**src/rtl/hazard_stall_controller.sv**
```systemverilog
// hazard_stall_controller
// Pipeline sequencing controller for the 5-stage core. It produces every
// stall, flush and bubble for IF/ID, ID/EX, EX/MEM and MEM/WB. It covers
// load-use hazards, EX-resolved branch mispredicts and multi-cycle data
// memory waits. A watchdog halts the pipeline when memory hangs.
//
// The outputs are combinational from the state and the current inputs, so
// the pipeline reacts in the same cycle as the event. While reset_n is low,
// every output is forced to 0.
//
// Optional feature macro: HAZARD_PERF_EN
//   Defined  : perf_stall_cnt and perf_flush_cnt count the cycles with
//              pc_stall and ifid_flush, wrapping modulo 2^CNT_W.
//   Undefined: there are no counter flops and both ports are tied to 0.
//
// The state port exposes the FSM directly (RUN=00, MEM_WAIT=01, HALT=10).
module hazard_stall_controller #(
  parameter int REG_ADDR_W = 5,
  parameter int TIMEOUT    = 64,
  parameter int CNT_W      = 32
) (
  input  logic                  clk,
  input  logic                  reset_n,
  input  logic [REG_ADDR_W-1:0] id_rs1,
  input  logic [REG_ADDR_W-1:0] id_rs2,
  input  logic                  id_use_rs1,
  input  logic                  id_use_rs2,
  input  logic [REG_ADDR_W-1:0] ex_rd,
  input  logic                  ex_mem_read,
  input  logic                  ex_mispredict,
  input  logic                  mem_req,
  input  logic                  mem_ready,
  output logic                  pc_stall,
  output logic                  ifid_stall,
  output logic                  ifid_flush,
  output logic                  idex_stall,
  output logic                  idex_flush,
  output logic                  exmem_stall,
  output logic                  memwb_bubble,
  output logic                  timeout_err,
  output logic [1:0]            state,
  output logic [CNT_W-1:0]      perf_stall_cnt,
  output logic [CNT_W-1:0]      perf_flush_cnt
);

  typedef enum logic [1:0] {
    ST_RUN      = 2'b00,
    ST_MEM_WAIT = 2'b01,
    ST_HALT     = 2'b10
  } state_t;

  // The wait counter only needs to reach TIMEOUT-1. It stops there, so it
  // never wraps.
  localparam int WAIT_W = (TIMEOUT > 1) ? $clog2(TIMEOUT) : 1;
  localparam logic [WAIT_W-1:0] WAIT_LAST = WAIT_W'(TIMEOUT - 1);

  state_t            state_q, state_d;
  logic [WAIT_W-1:0] wait_cnt_q, wait_cnt_d;
  logic              pend_flush_q, pend_flush_d;
  logic              timeout_err_q, timeout_err_d;

  logic lu;        // load-use hazard between ID and EX
  logic ms;        // memory stage is waiting on data memory
  logic hold_all;  // freeze the whole pipeline
  logic do_flush;  // squash the wrong-path IF/ID and ID/EX contents
  logic do_lu;     // hold the front end and insert one bubble into EX

  assign lu = ex_mem_read && (ex_rd != '0) &&
              ((id_use_rs1 && (id_rs1 == ex_rd)) ||
               (id_use_rs2 && (id_rs2 == ex_rd)));
  assign ms = mem_req && !mem_ready;

  // State register with asynchronous active-low reset
  always_ff @(posedge clk or negedge reset_n) begin
    if (!reset_n) begin
      state_q       <= ST_RUN;
      wait_cnt_q    <= '0;
      pend_flush_q  <= 1'b0;
      timeout_err_q <= 1'b0;
    end else begin
      state_q       <= state_d;
      wait_cnt_q    <= wait_cnt_d;
      pend_flush_q  <= pend_flush_d;
      timeout_err_q <= timeout_err_d;
    end
  end

  // Next-state and hazard decision. A mispredict seen during a memory wait
  // is remembered in pend_flush. It is applied on the exit cycle, because
  // the frozen pipeline cannot redirect until then.
  always_comb begin
    state_d       = state_q;
    wait_cnt_d    = wait_cnt_q;
    pend_flush_d  = pend_flush_q;
    timeout_err_d = timeout_err_q;
    hold_all      = 1'b0;
    do_flush      = 1'b0;
    do_lu         = 1'b0;
    case (state_q)
      ST_RUN: begin
        if (ms) begin
          hold_all     = 1'b1;
          pend_flush_d = ex_mispredict;
          wait_cnt_d   = '0;
          state_d      = ST_MEM_WAIT;
        end else if (ex_mispredict) begin
          do_flush = 1'b1;
        end else if (lu) begin
          do_lu = 1'b1;
        end
      end
      ST_MEM_WAIT: begin
        if (!mem_ready) begin
          hold_all     = 1'b1;
          pend_flush_d = pend_flush_q | ex_mispredict;
          if (wait_cnt_q == WAIT_LAST) begin
            state_d       = ST_HALT;
            timeout_err_d = 1'b1;
          end else begin
            wait_cnt_d = wait_cnt_q + 1'b1;
          end
        end else begin
          state_d      = ST_RUN;
          pend_flush_d = 1'b0;
          if (pend_flush_q || ex_mispredict) begin
            do_flush = 1'b1;
          end else if (lu) begin
            do_lu = 1'b1;
          end
        end
      end
      ST_HALT: begin
        hold_all = 1'b1;
      end
      default: begin
        state_d = ST_RUN;
      end
    endcase
  end

  // Output decode. The reset_n gating keeps every output at 0 during reset,
  // whatever the inputs are doing.
  always_comb begin
    pc_stall     = reset_n & (hold_all | do_lu);
    ifid_stall   = reset_n & (hold_all | do_lu);
    ifid_flush   = reset_n & do_flush;
    idex_stall   = reset_n & hold_all;
    idex_flush   = reset_n & (do_flush | do_lu);
    exmem_stall  = reset_n & hold_all;
    memwb_bubble = reset_n & hold_all;
    timeout_err  = reset_n & timeout_err_q;
    state        = state_q;
  end

`ifdef HAZARD_PERF_EN
  logic [CNT_W-1:0] stall_cnt_q;
  logic [CNT_W-1:0] flush_cnt_q;

  // Performance counters: cycles with the PC held and cycles with a flush
  always_ff @(posedge clk or negedge reset_n) begin
    if (!reset_n) begin
      stall_cnt_q <= '0;
      flush_cnt_q <= '0;
    end else begin
      if (pc_stall)   stall_cnt_q <= stall_cnt_q + 1'b1;
      if (ifid_flush) flush_cnt_q <= flush_cnt_q + 1'b1;
    end
  end

  assign perf_stall_cnt = stall_cnt_q;
  assign perf_flush_cnt = flush_cnt_q;
`else
  assign perf_stall_cnt = '0;
  assign perf_flush_cnt = '0;
`endif

endmodule

```
**config.mk**
```make
export PLATFORM = sky130hd
export DESIGN_NAME = hazard_stall_controller
export DESIGN_NICKNAME = d
export VERILOG_FILES = /design/src/rtl/hazard_stall_controller.sv
export SDC_FILE = /design/constraint.sdc
export NUM_CORES = 1
export LEC_CHECK = 0
export BUFFER_PORTS_ARGS = -buffer_cell sky130_fd_sc_hd__buf_2
export CORE_ASPECT_RATIO = 1.1
export CORE_UTILIZATION = 40
export DETAILED_ROUTE_END_ITERATION = 7
export GPL_TIMING_DRIVEN = 1
export PLACE_DENSITY = 0.8
export SLEW_MARGIN = 20
export SYNTH_ARGS = -nofsm -noshare
export SYNTH_HDL_FRONTEND = slang
export SYNTH_SLANG_ARGS = --single-unit
export TNS_END_PERCENT = 20
```
**constraint.sdc**
```tcl
create_clock -name clk -period 1.84 [get_ports clk]
set_clock_uncertainty 0.15 [all_clocks]
set_input_delay 0.184 -clock clk [delete_from_list [all_inputs] [get_ports clk]]
set_output_delay 0.184 -clock clk [all_outputs]
set_load 0.02 [all_outputs]
```
Word-level counts from Yosys, hierarchy flattened
Index checks and enable logic that the tools add are counted.
Cells by class
  add/sub/neg operators: 1
  mux-type cells: 25
  bitwise operators: 10
  equal/unequal tests: 9
  reduce and logical (&&, ||, !) cells: 15
Operator list (number)
  two-way mux 6 bit: 3
  two-way mux 1 bit: 13
  one-hot mux 6 bit (2 select lines): 1
  equality test 5 bit: 2
  adder 6 x 1 -> 6 bit, second input constant: 1
  equality test 6 bit, second input constant: 1
  two-way mux 2 bit: 3
  inequality test 2 bit, second input constant: 3
  one-hot mux 1 bit (2 select lines): 3
  one-hot mux 2 bit (3 select lines): 1
  AND reduction 3 bit: 2
  AND 1 bit: 5
  logical AND 1 bit: 5
  nonzero test 5 bit: 1
  AND reduction 4 bit: 1
  inequality test 3 bit, second input constant: 1
  OR 1 bit: 3
  one-hot mux 1 bit (3 select lines): 1
  equality test 2 x 1 -> 1 bit, second input constant: 1
  equality test 2 bit, second input constant: 1
  zero test 2 bit: 1
  logical OR 1 bit: 2
  inverter 1 bit: 2
  AND reduction 2 bit: 1
  2 further kinds: 2
Word-level totals
  bits of input ports: 23
  output and inout port bits: 74
  word-level logic and storage cells: 64
  register bits: 10

Depth between registers and ports, before layout
Gate-level depths: netlist of run 1.
  depth after elaboration: 10
  depth in mapped cells: 6
  mapped depth without buffers: 5

Worst setup path before layout of run 1
Ideal clock, no wire load.
  path type: register -> output
  start point: register state_q[0], in the netlist state[0]
  end point: output pc_stall
  stages on the path, launching flop included: 7
  data arrival time: 1643 ps
  path buffers: 2
  slack: -137 ps
  cells stage by stage: dfrtp_1 -> buf_4 -> nor2_1 -> o211a_1 -> o211ai_1 -> o21bai_1 -> buf_4
On the way
  word-level cells in the longest chain between the ends: 4
  elaborated cells on any way between the ends: 7
  classes of those cells: 2 x eq/ne; 2 x mux; 2 x bitwise; 1 x reduce/logical
RTL lines
  start, declared: RTL line 57  | state_t state_q, state_d;
  start signal, assigned: RTL line 81  | state_q <= state_d;
  equality test 2 bit (tied with other cells): RTL line 99  | case (state_q)
  one-hot mux 1 bit (3 select lines) / one-hot mux 1 bit (2 select lines) (equally long branches): RTL line 99
  OR 1 bit (*)
  AND 1 bit (*)
  end, declared: RTL line 33  | output logic pc_stall,
Mark *: on every way between the ends. The rest lies on a longest branch, timed or not.

Final worst setup path of run 1
  start point: register state_q[0], in the netlist state[0]
  end point: output pc_stall
On the way
  word-level cells in the longest chain between the ends: 4
  elaborated cells on any way between the ends: 7
  classes of those cells: 2 x eq/ne; 2 x mux; 2 x bitwise; 1 x reduce/logical
RTL lines
  equality test 2 bit (tied with other cells): RTL line 99
  one-hot mux 1 bit (3 select lines) / one-hot mux 1 bit (2 select lines) (equally long branches): RTL line 99
  OR 1 bit (*): RTL line 144  | pc_stall = reset_n & (hold_all | do_lu);
  AND 1 bit (*): RTL line 144
Marks and branches as above.

==> results.cfg, run 1 <==
[logic_synthesis]
synth_top_area_frac = 0.412
syn_area_um2 = 1240
synth_cells = 149
synth_area_leaders = buf_4, dfrtp_1, xor2_1, nor2_1, nand2_1
ys_seq_area_frac = 0.202
synth_area_per_cell_um2 = 8.31
ys_ff_latch = 10
synth-async-reset-ratio = 1.00
synth_warnings = 0
synth_cell_type_count = 34
synthTopCellsByCount = buf_4, dfrtp_1, xor2_1
synth_top_area_cell = buf_4
synthFlopType = dfrtp_1
synth-edff-count = 0
synth_most_common_cell = buf_4

[clock_tree]
tritoncts = built
clk_transition_reported_paths_ns = 0.07
cts_root_buffer = clkbuf_4
htreeDepth = 1
clk_latency_ns = 0.27
cts_buffer_depth = 2
cts_buffers = 3
cts.sinks = 10

[place]
io_buffers = 32
dp_hpwl_mm = 1.69
dpl_cell_area_um2 = 1170
gp_congestion = 0.782

[route]
highest_layer = met4
ant_nets = 0
routed-wl-met3_um = 149
num_vias = 921
drc = 0
routedWlPerCell_um = 9.69
dr.pass1.iters = 4
drtIter0Drc = 27
viasPerCell = 4.22
wl_met2_mm = 1.12
routed_wl_mm = 2.11
wl_met1_um = 788

[global_routing]
grt_pass1_wl_mm = 3.10
groute.usage.overall = 0.133
grt_max_degree = 10
antenna_found_initial = 0
grt_overflow = 0
grt_pass1_vias = 737

[setup_path]
cp.arrival_ns = 1.49
required_ns = 1.51
worstSetupStartpointType = flip-flop
crit_type = reg2out
crit_path_end_kind = output port
cpLargestDelayFamily = compound AO/OA/AOI/OAI gates
crit_slowest_cell = dfrtp_2
cp_max_fo = 6
path_depth = 5
cp_num_buf_inv = 1
rr_worst_depth = 5
crit_path_max_incr_delay_ns = 0.46
path_cells = nor2_4 > o211a_1 > o211ai_1 > o21bai_4 > buf_4

[final_layout]
layout.nets = 210
final_area_um2 = 1270
area_delta_synth_final_pct = 2.53
diodes = 0
drive_above_1_share = 0.281
post-route-util = 0.445

[pwr]
p_leak_nw = 0.711
vdd_ir_drop_max_mv = 0.420
p_per_area_nw_per_um2 = 657

[sta]
setup_violations = 0
maxSlewViolCount = 0
fmax_mhz = 548
fin_crit_ns = 1.83
finalCritPeriodShare = 0.992
finalHoldViolCount = 0
rsz0062_at_grt = yes

[floorplanning]
die_x_um = 55.1
core_um2 = 2850
io_pins = 97
dieArea_um2 = 3320
rows = 20
die_h_um = 60.4
start_util = 0.434

[worst_hold_path]
hold_path_class = in2reg
min_path_cells = 3

[run_status]
status = complete, no violations

[flow_run]
drv_cap = 0
==> registers in the layout, indices dropped and copies added, names as in the netlist <==
register       cells
wait_cnt_q         6
pend_flush_q       1
timeout_err_q      1
state              2
==> per-layer routing <==
metal,track usage,vias up
met1,0.154,422
met5,0,-
met3,0.0226,5
met2,0.222,58
met4,0.0857,0
li1,-,436
==> kinds of logic after synthesis <==
| family | count (synthesis) | synth area share |
|---|---|---|
| and+or+nand+nor | 32 | 0.136 |
| DFF | 10 | 0.202 |
| AOI/OAI and AO/OA | 19 | 0.116 |
| muxes | 1 | 0.00808 |
| adders and majority gates | 1 | 0.0101 |
| xor gates and xnor gates | 12 | 0.0848 |
| buffers and inverters | 73 | 0.439 |
| other | 1 | 0.00303 |
==> worst reg2reg max path: cells and delay by family (launching register included) <==
family          cells  cell delay, ns
simple gates        2            0.47
compound gates      1            0.19
flops               1            0.44
buf+inv             1            0.16
mux                 1            0.19
==> repair_timing <==
item,CTS,global route
pin swaps,3,0
gates cloned,0,0
setup endpoints to repair,3,5
gates resized for setup,9,1
setup buffers,4,0
endpoints found under the hold margin,10,0
hold buffers,1,0
==> power breakdown <==
part	leakage (nW)	total (W)	switching [W]	internal (W)
logic	0.558	0.000326	0.000221	0.000105
registers	0.132	0.000302	0.0000449	0.000257
clock network	0.0210	0.000206	0.0000855	0.000120
total	0.711	0.000834	0.000352	0.000483
==> final timing paths <==
kind,to,slack [ns],from
setup / recovery,pc_stall,0.01,state[0]$_DFFE_PN0P_
hold / removal,pend_flush_q$_DFFE_PN0P_,0.06,ex_mispredict
setup reg to reg,wait_cnt_q[5]$_DFFE_PN0P_,0.17,state[1]$_DFFE_PN0P_
max in group asynchronous,state[0]$_DFFE_PN0P_,1.07,reset_n
hold reg to reg,timeout_err_q$_DFFE_PN0P_,0.34,timeout_err_q$_DFFE_PN0P_
min in group asynchronous,wait_cnt_q[4]$_DFFE_PN0P_,0.12,reset_n
==> metrics by stage <==
step                total power [W]  hold slack, ns  worst slack (ns)  std cells  setup TNS (ns)
floorplan                  0.000648          -0.262            0.0388        212               0
global route               0.000895          0.0733           -0.0943        218          -0.277
CTS                        0.000835          0.0627           0.00838        218               0
finish                     0.000834          0.0630            0.0148        218               0
detailed placement         0.000607          -0.151            0.0768        209               0
global placement           0.000599          -0.151             0.126        209               0
==> layout make-up <==
| class | count | area (um^2) |
|---|---|---|
| Timing Repair Buffer | 39 | 223 |
| Clock buffer | 4 | 36.3 |
| Fill cell | 274 | 1580 |
| Inverter | 3 | 11.3 |
| Multi-Input combinational cell | 129 | 706 |
| Sequential cell | 10 | 253 |
| Tap cell | 33 | 41.3 |
==> placed cells by master (no fill, tap or decap), types with 2 or more instances in the layout <==
cell type / count
xor2_1: 10
nand3_1: 3
nor2_1: 7
xnor2_1: 2
dfrtp_2: 2
o21ai_1: 2
dfrtp_1: 8
o21ai_0: 3
and2_1: 2
conb_1: 64
clkbuf_4: 3
o211ai_1: 3
nor4_1: 2
inv_1: 2
buf_2: 29
nor3_1: 2
buf_4: 9
nand2_1: 7
nand2b_1: 2
Note: power is estimated with default switching activity, not from simulation.
==> run 2: changes to the inputs <==
==> constraint.sdc (replaced) <==
create_clock -name clk -period 2 [get_ports clk]
set_clock_uncertainty 0.15 [all_clocks]
set_input_delay 0.2 -clock clk [delete_from_list [all_inputs] [get_ports clk]]
set_output_delay 0.2 -clock clk [all_outputs]
set_load 0.02 [all_outputs]
==> run 2 against run 1 <==
Effect of this change:
- global-route usage shrank 1.8 points
- sequential cell count is the same
- setup slack improved by 0.12 ns
- via count fell by 3.0%
- final cell count shrank 2.3%
- largest cell class unchanged
- largest power group unchanged
- sequential power decreased by 8.6%
- core utilization is 2.6 points lower
==> results.cfg, run 2 (synthesis gave the netlist of run 1 again) <==
[route]
routedWlPerCell_um = 8.99
num_vias = 893
drtIter0Drc = 6
routed_wl_mm = 1.91
viasPerCell = 4.19
ant_nets = 0
dr.pass1.iters = 4
drc = 0

[setup_path]
timing.rr.end = pend_flush_q$_DFFE_PN0P_
rr_worst_depth = 4
cp_max_fo = 7
cpLargestDelayFamily = flip-flops
worstSetupStartpointType = flip-flop
path_cells = inv_2 > a41o_1 > and2_1 > o21bai_1 > buf_2
crit_path_end_kind = output port
reg2reg_from = state[0]$_DFFE_PN0P_
crit_type = reg2out
crit_slowest_cell = dfrtp_1
crit_path_max_incr_delay_ns = 0.47
cp_num_buf_inv = 2
cp.arrival_ns = 1.52
r2r_slack_ns = 0.33
required_ns = 1.65

[global_routing]
grt_overflow = 0
grt_max_degree = 11
grt_pass1_vias = 668
antenna_found_initial = 0
grt_pass1_wl_mm = 2.74
groute.usage.overall = 0.115

[sta]
setup-tns-final_ns = 0
holdWs_ns = 0.0942
finalCritPeriodShare = 0.934
setup_violations = 0
fmax_mhz = 535
rsz0062_at_grt = yes
maxSlewViolCount = 0
finalHoldViolCount = 0
fin_crit_ns = 1.87
setup_slack_ns = 0.131

[floorplanning]
io_pins = 97
die_h_um = 60.4
start_util = 0.434
rows = 20
die_x_um = 55.1
dieArea_um2 = 3320
core_um2 = 2850

[clock_tree]
cts_root_buffer = clkbuf_4
htreeDepth = 1
clk_transition_reported_paths_ns = 0.06
cts.sinks = 10
cts_buffer_depth = 2
cts_buffers = 3
tritoncts = built
clk_latency_ns = 0.27

[worst_hold_path]
min_path_cells = 3
hold_path_class = in2reg
hold_end = pend_flush_q$_DFFE_PN0P_
worstHoldStart = ex_mispredict

[pwr]
vdd_ir_drop_max_mv = 0.267
p_leak_nw = 0.677
p_per_area_nw_per_um2 = 581

[final_layout]
multiInputGateArea_um2 = 683
final_cell_mix = conb_1, buf_2, xor2_1
n_fill_cell = 304
regMostFlops = wait_cnt_q
area_delta_synth_final_pct = -3.54
diodes = 0
seq_area_um2 = 251
layout_commonest_cell = conb_1
layout.nets = 206
drive_above_1_share = 0.239
largest_register_ffs = 6

[place]
io_buffers = 32
gp_congestion = 0.812
place_ws_ns = 0.296
dp_hpwl_mm = 1.62

[flow_run]
drv_cap = 0

[run_status]
status = complete, no violations
-- run 2: through the flow --
step | utilization | instance area (um^2) | std cells | power (W)
finish | 0.419 | 1190 | 213 | 0.000694
global route | 0.419 | 1190 | 213 | 0.000748
CTS | 0.415 | 1180 | 212 | 0.000694
floorplan | - | 1480 | 212 | 0.000593
detailed placement | 0.404 | 1150 | 208 | 0.000552
global placement | 0.404 | 1150 | 208 | 0.000543
-- run 2: power by group --
part | internal (W) | switching (W)
sequential | 0.000237 | 0.0000388
combinational | 0.0000830 | 0.000196
clock | 0.0000697 | 0.0000703
-- run 2: cell type report --
| type | instances | share of cell area |
|---|---|---|
| multi-input combinational | 129 | 0.572 |
| tap | 33 | 0.0346 |
| sequential | 10 | 0.210 |
| timing repair buffer | 35 | 0.155 |
| inverter | 3 | 0.00942 |
| clock buffer | 3 | 0.0188 |
-- run 2: worst max path at each step --
stage	startpoint	to	slack [ns]	cells past startpoint
6_report	state[1]$_DFFE_PN0P_	idex_flush	0.13	5
5_1_grt	state[0]$_DFFE_PN0P_	ifid_stall	-0.005	5
4_1_cts	state[0]$_DFFE_PN0P_	ifid_stall	0.05	5
3_5_place_dp	state[0]$_DFFE_PN0P_	wait_cnt_q[1]$_DFFE_PN0P_	0.30	4
3_3_place_gp	ex_rd[1]	ifid_stall	0.32	5
2_1_floorplan	state[0]$_DFFE_PN0P_	pc_stall	0.007	6
-- run 2: metal layers --
metal  wire length (um)  track usage
met3                190       0.0100
met1                732        0.145
met2                949        0.179
met4                 42       0.0857
met5                  0            0
-- run 2: repair_timing --
action / 4_1_cts / 5_1_grt
gates resized for setup: 0 / 3
endpoints found under the setup margin: 0 / 4
endpoints found under the hold margin: 10 / 0
hold buffers: 1 / 0
setup buffers: 0 / 1
-- run 2: worst reg2reg max path, stage by stage, from the launching register on --
cell	delay (ns)
dfrtp_2	0.47
buf_4	0.16
or4b_4	0.55
a21oi_2	0.17
a211oi_1	0.06
